===== src/rtl/sum_sched_pkg.sv =====
// Shared definitions for the round-robin summation scheduler.
package sum_sched_pkg;

   localparam int DEFAULT_WIDTH = 11;

   typedef enum logic [1:0] {
      IDLE = 2'd0,
      RUN  = 2'd1,
      DONE = 2'd2
   } state_t;

endpackage


===== src/rtl/sum_acc_dp.sv =====
// Summation datapath: running index i, accumulator c and sticky carry flag.
module sum_acc_dp
   import sum_sched_pkg::*;
#(
   parameter int WIDTH = DEFAULT_WIDTH
) (
   input  logic             clk,
   input  logic             rst,
   input  logic             load,
   input  logic             step,
   input  logic [WIDTH-1:0] n_in,
   output logic [WIDTH-1:0] c,
   output logic             ovf_acc,
   output logic             term
);

   logic [WIDTH-1:0] i;
   logic [WIDTH-1:0] n_lat;
   logic [WIDTH:0]   sum_ext;

   assign sum_ext = {1'b0, c} + {1'b0, i};
   assign term    = (i >= n_lat);

   // The bound is captured at load so later changes on n_in cannot disturb a running job
   always_ff @(posedge clk or posedge rst) begin
      if (rst) begin
         i       <= '0;
         c       <= '0;
         n_lat   <= '0;
         ovf_acc <= 1'b0;
      end else if (load) begin
         i       <= '0;
         c       <= '0;
         n_lat   <= n_in;
         ovf_acc <= 1'b0;
      end else if (step) begin
         i       <= i + 1'b1;
         c       <= sum_ext[WIDTH-1:0];
         ovf_acc <= ovf_acc | sum_ext[WIDTH];
      end
   end

endmodule


===== src/rtl/sum_sched.sv =====
// Two-requester round-robin scheduler that runs one summation job at a time.
module sum_sched
   import sum_sched_pkg::*;
#(
   parameter int WIDTH = DEFAULT_WIDTH
) (
   input  logic             clk,
   input  logic             rst,
   input  logic             req0,
   input  logic [WIDTH-1:0] n0,
   input  logic             req1,
   input  logic [WIDTH-1:0] n1,
   output logic             gnt0,
   output logic             gnt1,
   output logic             busy,
   output logic             done,
   output logic             done_id,
   output logic [WIDTH-1:0] result,
   output logic             ovf
);

   state_t           state;
   logic             last_served;
   logic             owner;
   logic             winner;
   logic             any_req;
   logic             load;
   logic             step;
   logic [WIDTH-1:0] n_sel;
   logic [WIDTH-1:0] c;
   logic             ovf_acc;
   logic             term;

   // On a tie the requester not served last wins; a lone request always wins
   assign winner  = (req0 && req1) ? ~last_served : ~req0;
   assign any_req = req0 | req1;
   assign n_sel   = winner ? n1 : n0;
   assign load    = (state == IDLE) && any_req;
   assign step    = (state == RUN) && !term;

   sum_acc_dp #(
      .WIDTH (WIDTH)
   ) u_dp (
      .clk     (clk),
      .rst     (rst),
      .load    (load),
      .step    (step),
      .n_in    (n_sel),
      .c       (c),
      .ovf_acc (ovf_acc),
      .term    (term)
   );

   always_ff @(posedge clk or posedge rst) begin
      if (rst) begin
         state       <= IDLE;
         last_served <= 1'b1;
         owner       <= 1'b0;
         gnt0        <= 1'b0;
         gnt1        <= 1'b0;
         busy        <= 1'b0;
         done        <= 1'b0;
         done_id     <= 1'b0;
         result      <= '0;
         ovf         <= 1'b0;
      end else begin
         case (state)
            IDLE: begin
               if (any_req) begin
                  owner <= winner;
                  gnt0  <= ~winner;
                  gnt1  <= winner;
                  busy  <= 1'b1;
                  state <= RUN;
               end
            end
            RUN: begin
               if (term) begin
                  result      <= c;
                  ovf         <= ovf_acc;
                  done_id     <= owner;
                  last_served <= owner;
                  done        <= 1'b1;
                  state       <= DONE;
               end
            end
            DONE: begin
               done  <= 1'b0;
               gnt0  <= 1'b0;
               gnt1  <= 1'b0;
               busy  <= 1'b0;
               state <= IDLE;
            end
            default: state <= IDLE;
         endcase
      end
   end

endmodule


===== config.mk =====
export PLATFORM = sky130hd
export DESIGN_NAME = sum_sched
export DESIGN_NICKNAME = d
export VERILOG_FILES = /design/src/rtl/sum_sched_pkg.sv /design/src/rtl/sum_acc_dp.sv /design/src/rtl/sum_sched.sv
export SDC_FILE = /design/constraint.sdc
export NUM_CORES = 1
export LEC_CHECK = 0
export CAP_MARGIN = 0
export CORE_UTILIZATION = 45
export DETAILED_ROUTE_END_ITERATION = 10
export DONT_BUFFER_PORTS = 1
export PLACE_DENSITY = 0.65
export SETUP_SLACK_MARGIN = 0.02
export SLEW_MARGIN = 20
export SYNTH_ARGS = -nofsm -noshare
export SYNTH_HDL_FRONTEND = slang
export SYNTH_SLANG_ARGS = --single-unit

===== constraint.sdc =====
create_clock -name clk -period 2.32 [get_ports clk]
set_clock_uncertainty 0.2 [all_clocks]
set_input_delay 0.464 -clock clk [delete_from_list [all_inputs] [get_ports clk]]
set_output_delay 0.464 -clock clk [all_outputs]
set_load 0.05 [all_outputs]

# Word level (Yosys, flattened, before mapping)
# Index checks and enable logic that the tools add are counted.
# classes
n_addsub,2
bitwise_logic,5
n_eq_ne,4
magnitude_cmp,1
mux,19
reduce_logical,13
# ops
cell,count
$mux 11,5
$add 11x11->12,1
$add 11x1->11 const B,1
$ge 11x11->1,1
$reduce_and 2->1,5
$pmux 1 s2,4
$mux 1,7
$reduce_bool 2->1,3
$mux 2,2
$ne 2x2->1 const B,2
$pmux 2 s2,1
$logic_and 1x1->1,3
$not 1->1,3
$eq 2x1->1 const B,1
$eq 2x2->1 const B,1
$logic_not 2->1,1
$or 1x1->1,2
$logic_not 1->1,1
# totals
wordCells,58
ff_bits,55

# Logic depth before layout (Yosys ltp)
# logic_depth
depth_word,5
mapped_depth,10

# Cells and area by module
# A second synthesis with hierarchy kept.
# hier_totals
hier_cells,297
area_unflattened_um2,3116.7
# modules_own_cells
mod,n_inst,cells_each,area_each_um2,seq_area_each_um2
sum_acc_dp,1,220,2069.5,850.8
sum_sched,1,77,1047.3,526.8

# Worst setup path before layout
# Ideal clock, no wire load.
# synth_timing
path_kind,register to register
start,reg u_dp.i[0]
end,reg u_dp.c[8]
arrival_ns,2.084
setup_ns,0.123
stages_incl_launch_ff,9
required_time_ns,1.997
path_buffers,0
period_less_slack_ns,2.407
path_slack_ns,-0.087
cell_sequence,dfrtp_1 -> ha_1 -> fa_1 -> a21o_1 -> a221o_1 -> a21o_1 -> a21oi_1 -> xor2_1 -> o21ai_1
# synth_via
elab_chain_len,4
elab_cells_between_ends,7
classes_between,1 x add/sub; 1 x order compare; 2 x mux; 3 x reduce/logical
# synth_rtl
element,line,text
"start, declared",sum_acc_dp.sv:17,logic [WIDTH-1:0] i;
"start signal, assigned",sum_acc_dp.sv:37,i <= i + 1'b1;
$ge 11x11->1,sum_acc_dp.sv:22,assign term = (i >= n_lat);
$logic_not 1->1,sum_sched.sv:39,assign step = (state == RUN) && !term;
$logic_and 1x1->1,sum_sched.sv:39,
$reduce_bool 2->1 (no line),--,
"end signal, assigned",sum_acc_dp.sv:38,c <= sum_ext[WIDTH-1:0];
"end, declared",sum_acc_dp.sv:12,"output logic [WIDTH-1:0] c,"
# Parallel ways exist; a longest one is shown, timed or not. The select of a mux whose other input is x is not followed.
# A chain may end at the register's enable or synchronous reset.

# Final worst setup path
# Same ends and word-level chain as after synthesis.

==> summary.md <==
| Metric | Value |
|---|---|
| Outcome | `finished clean` |
| Max Fanout on Critical Path | `3` |
| Mapped Cells | `a little under 300` |
| Synth Area in XOR/XNOR | `between 3 and 4%` |
| Multiplexer area fraction after synthesis | `about 8.9%` |
| All-Layer GR Usage | `between 10% and 20%` |
| Port bufs | `0` |
| Largest family of logic cells by synthesized area | `compound AO/OA/AOI/OAI gates` |
| Initial DRC count | `just under 90` |
| Synth Register Bits | `between 50 and 60` |
| Async SR Flop Fraction | `100%` |
| Row count | `29` |
| Root Driver | `clkbuf_8` |
| Most frequent cells in the layout | `54 x dfrtp_1, 28 x nand2_1, 26 x o21ai_0` |
| Most common cell on crit path | `a21o_1` |
| Main area contributors after synthesis | `dfrtp_1 45%, ha_1 9.6%, mux2_2 5.3%` |
| Worst-Margin Slew | `around 0.5 ns` |
| Final hold viol count | `0` |
| RSZ-0062 raised after global routing | `true` |
| Vias | `2,222` |
| Initial antenna violation count | `0` |
| Net Count, Synth | `roughly 350` |
| Starting density of the core | `a little under half` |
| Antenna Nets Post-Route | `0` |
| CP Cell Sequence | `ha_2 > fa_2 > a21o_1 > a221o_1 > a21o_1 > a21oi_2 > xor2_1 > o21ai_1` |
| Startpoint types | `flop` |
| Share of layout cells above drive strength 1 | `around 23%` |
| Crit path DAT | `2.31 ns` |
| Vias in the first global route | `approximately 2.2k` |
| Worst path slowest cell | `dfrtp_1` |
| Total gr overflow | `0` |
| Fill cells | `~570` |
| Core area | `approximately 0.0064 mm^2` |
| Antenna diode count | `0` |
| Slew HR | `between 60% and 70%` |
| Compound-Gate Fraction of Synth Area | `16.6%` |
| Fmax | `between 0.4 and 0.5 GHz` |
| Fin crit share | `about 100%` |
| Drt drc | `0` |
| Switching Share | `a little under half` |
| Post-synth cell types | `40` |
| Router iterations before antenna repair | `4` |
| Mapped cell area | `0.00300 mm^2` |
| CP Capture Type | `flop` |
| Avg WL per Cell | `between 10 and 15 um` |
| Ports | `43` |
| TritonCTS buffer count | `5` |
| CP top delay family | `compound AO/OA/AOI/OAI gates` |
| CTS tree | `yes` |
| Main synth FF type | `dfrtp_1` |
| # setup viols final | `0` |
| Max cap viols | `0` |
| RePlAce Congestion | `roughly 0.86` |
| Clock Tree Buf Depth | `2` |
| Area share of fa/ha/maj cells after synthesis | `10.3%` |
| Clock share of power | `a little under an eighth` |
| Cell area power density | `between 1000 and 1500 mW/mm^2` |
| First-pass GRT wire length | `10,100 um` |
| Top-area cell type share of the netlist area | `between 40% and 50%` |
| Area growth syn-to-layout | `16.8%` |
| Seq pwr share | `between 40% and 50%` |
| CTS clk-pin slew, worst paths | `0.10 ns` |
| Fraction of the mapped netlist area in simple logic gates | `11.1%` |
| Sink Count | `55` |
| Slowest cell delay on critical path | `roughly 0.41 ns` |
| Syn_area_per_cell | `between 10 and 15 um^2` |
| Register area share after synthesis | `45.9%` |
| Layout net count | `about 370` |
| Post-synth EDFFs | `0` |
| Max VDD drop | `between 700 and 800 uV` |
| Setup ws final | `~0.012 ns` |
| Largest net degree at the start of global routing | `46` |
| Buffers & Inverters on Critical Path | `0` |
| Pint | `2.43 mW` |
| Die area | `~0.007 mm^2` |
| Pre-CTS setup slack | `0.0160 ns` |
| Combinational group share of total power | `between 40% and 50%` |
| CP Data Required Time | `approximately 2.3 ns` |
| Hpwl dp | `approximately 4200 um` |
| Critical path class | `flop to flop` |
| Routed WL | `around 6000 um` |
| Most common cell after layout, fill and taps aside | `dfrtp_1` |
| Via density | `~5.6` |
| Max-slew violation count | `0` |
| Min Tclk post-route | `2.31 ns` |
| Worst Hold Class | `input port to flop` |
| Sw Pwr | `2.04 mW` |
| Total leakage power | `between 1.5 and 2 nW` |
| Ys Warns | `0` |
| Die width | `83.7 um` |
| Yosys top cell by area | `dfrtp_1` |
| Power, Total | `roughly 4.5 mW` |
| H-tree depth | `2` |
| Die Height | `~84 um` |
| Clk_lat worst skew | `about 0.30 ns` |
[power by group through the flow]
stage	combinational [mW]	sequential (mW)	clock [mW]
5_1_grt	2.14	2.15	0.565
2_1_floorplan	1.22	2.07	0
4_1_cts	1.74	2.11	0.534
3_5_place_dp	1.67	2.13	0
6_report	1.86	2.10	0.514
3_3_place_gp	1.63	2.12	0
[per-stage QoR]
step           hold slack, ns  cells  cell area (um^2)  util (%)  TNS [ns]
2_1_floorplan           0.245    295              3010         -         0
3_3_place_gp            0.193    385              3260      51.1         0
3_5_place_dp            0.218    385              3260      51.1         0
4_1_cts                 0.152    397              3390      53.1         0
5_1_grt                 0.166    400              3500      54.9    -0.462
6_report                0.152    400              3500      54.9         0
[worst register-to-register path: stages (launching register included)]
cell and delay, ns:
dfrtp_1 0.41, ha_2 0.19, fa_2 0.34, a21o_1 0.19, a221o_1 0.32, a21o_1 0.19, a21oi_2 0.14, xor2_1 0.15
o21ai_1 0.07
[routing by layer]
layer / vias to the layer above / GRT usage, % / part of all wire [%]
met2: 35 / 29.9 / 50
met1: 1073 / 23.9 / 46
met4: 0 / 4.31 / 0.77
met5: - / 0 / 0
li1: 1109 / - / -
met3: 5 / 3.56 / 3.7
[final timing paths]
kind	start	to	slack, ns	cells past startpoint
max	u_dp.i[0]	u_dp.c[8]	0.01	8
min reg2reg	u_dp.n_lat[9]	u_dp.n_lat[9]	0.29	2
max in group asynchronous	rst	u_dp.n_lat[8]	0.93	3
min	n0[3]	u_dp.n_lat[3]	0.15	2
max reg2reg	u_dp.i[0]	u_dp.c[8]	0.01	8
min in group asynchronous	rst	owner	0.44	2
[final cells by class]
| cell class | count | area [um^2] | share of cell area [%] |
|---|---|---|---|
| Multi-Input combinational cell | 210 | 1600 | 45.6 |
| Sequential cell | 55 | 1380 | 39.3 |
| Timing Repair Buffer | 30 | 278 | 7.93 |
| Tap cell | 77 | 96.3 | 2.75 |
| Clock buffer | 7 | 76.3 | 2.18 |
| Inverter | 20 | 75.1 | 2.14 |
| Clock inverter | 1 | 5.00 | 0.143 |
[sequential cells by signal, indices dropped and copies added (netlist names)]
register / cells
result: 11
u_dp.c: 11
u_dp.i: 11
u_dp.n_lat: 11
state: 2
busy: 1
done: 1
done_id: 1
gnt0: 1
gnt1: 1
last_served: 1
ovf: 1
owner: 1
u_dp.ovf_acc: 1
[cell usage after synthesis, drive strengths merged, types with 4 or more instances]
master / count
nor2: 11
xor2: 7
mux2i: 11
mux2: 14
a21o: 7
o21ai: 32
dfrtp: 54
o211ai: 5
ha: 23
o31ai: 6
inv: 20
buf: 4
nand3: 18
clkbuf: 6
xnor2: 4
a21oi: 17
nand2: 29
[logic make-up (layout without fill, tap and decap cells)]
| kind of cell | Yosys count | in the layout |
|---|---|---|
| AOI/OAI and AO/OA | 78 | 78 |
| buffers and inverters | 30 | 58 |
| xor gates and xnor gates | 11 | 11 |
| and+or+nand+nor | 72 | 72 |
| DFF | 55 | 55 |
| adders and majority gates | 24 | 24 |
| muxes | 25 | 25 |
[timing repair]
item	4_1_cts	5_1_grt
hold buffers	1	0
endpoints found under the setup margin	4	30
gates resized for setup	1	19
pin swaps	1	8
cloned	0	1
hold endpoints to repair	20	0
buffers inserted	3	2
Note: power is estimated with default switching activity, not from simulation.
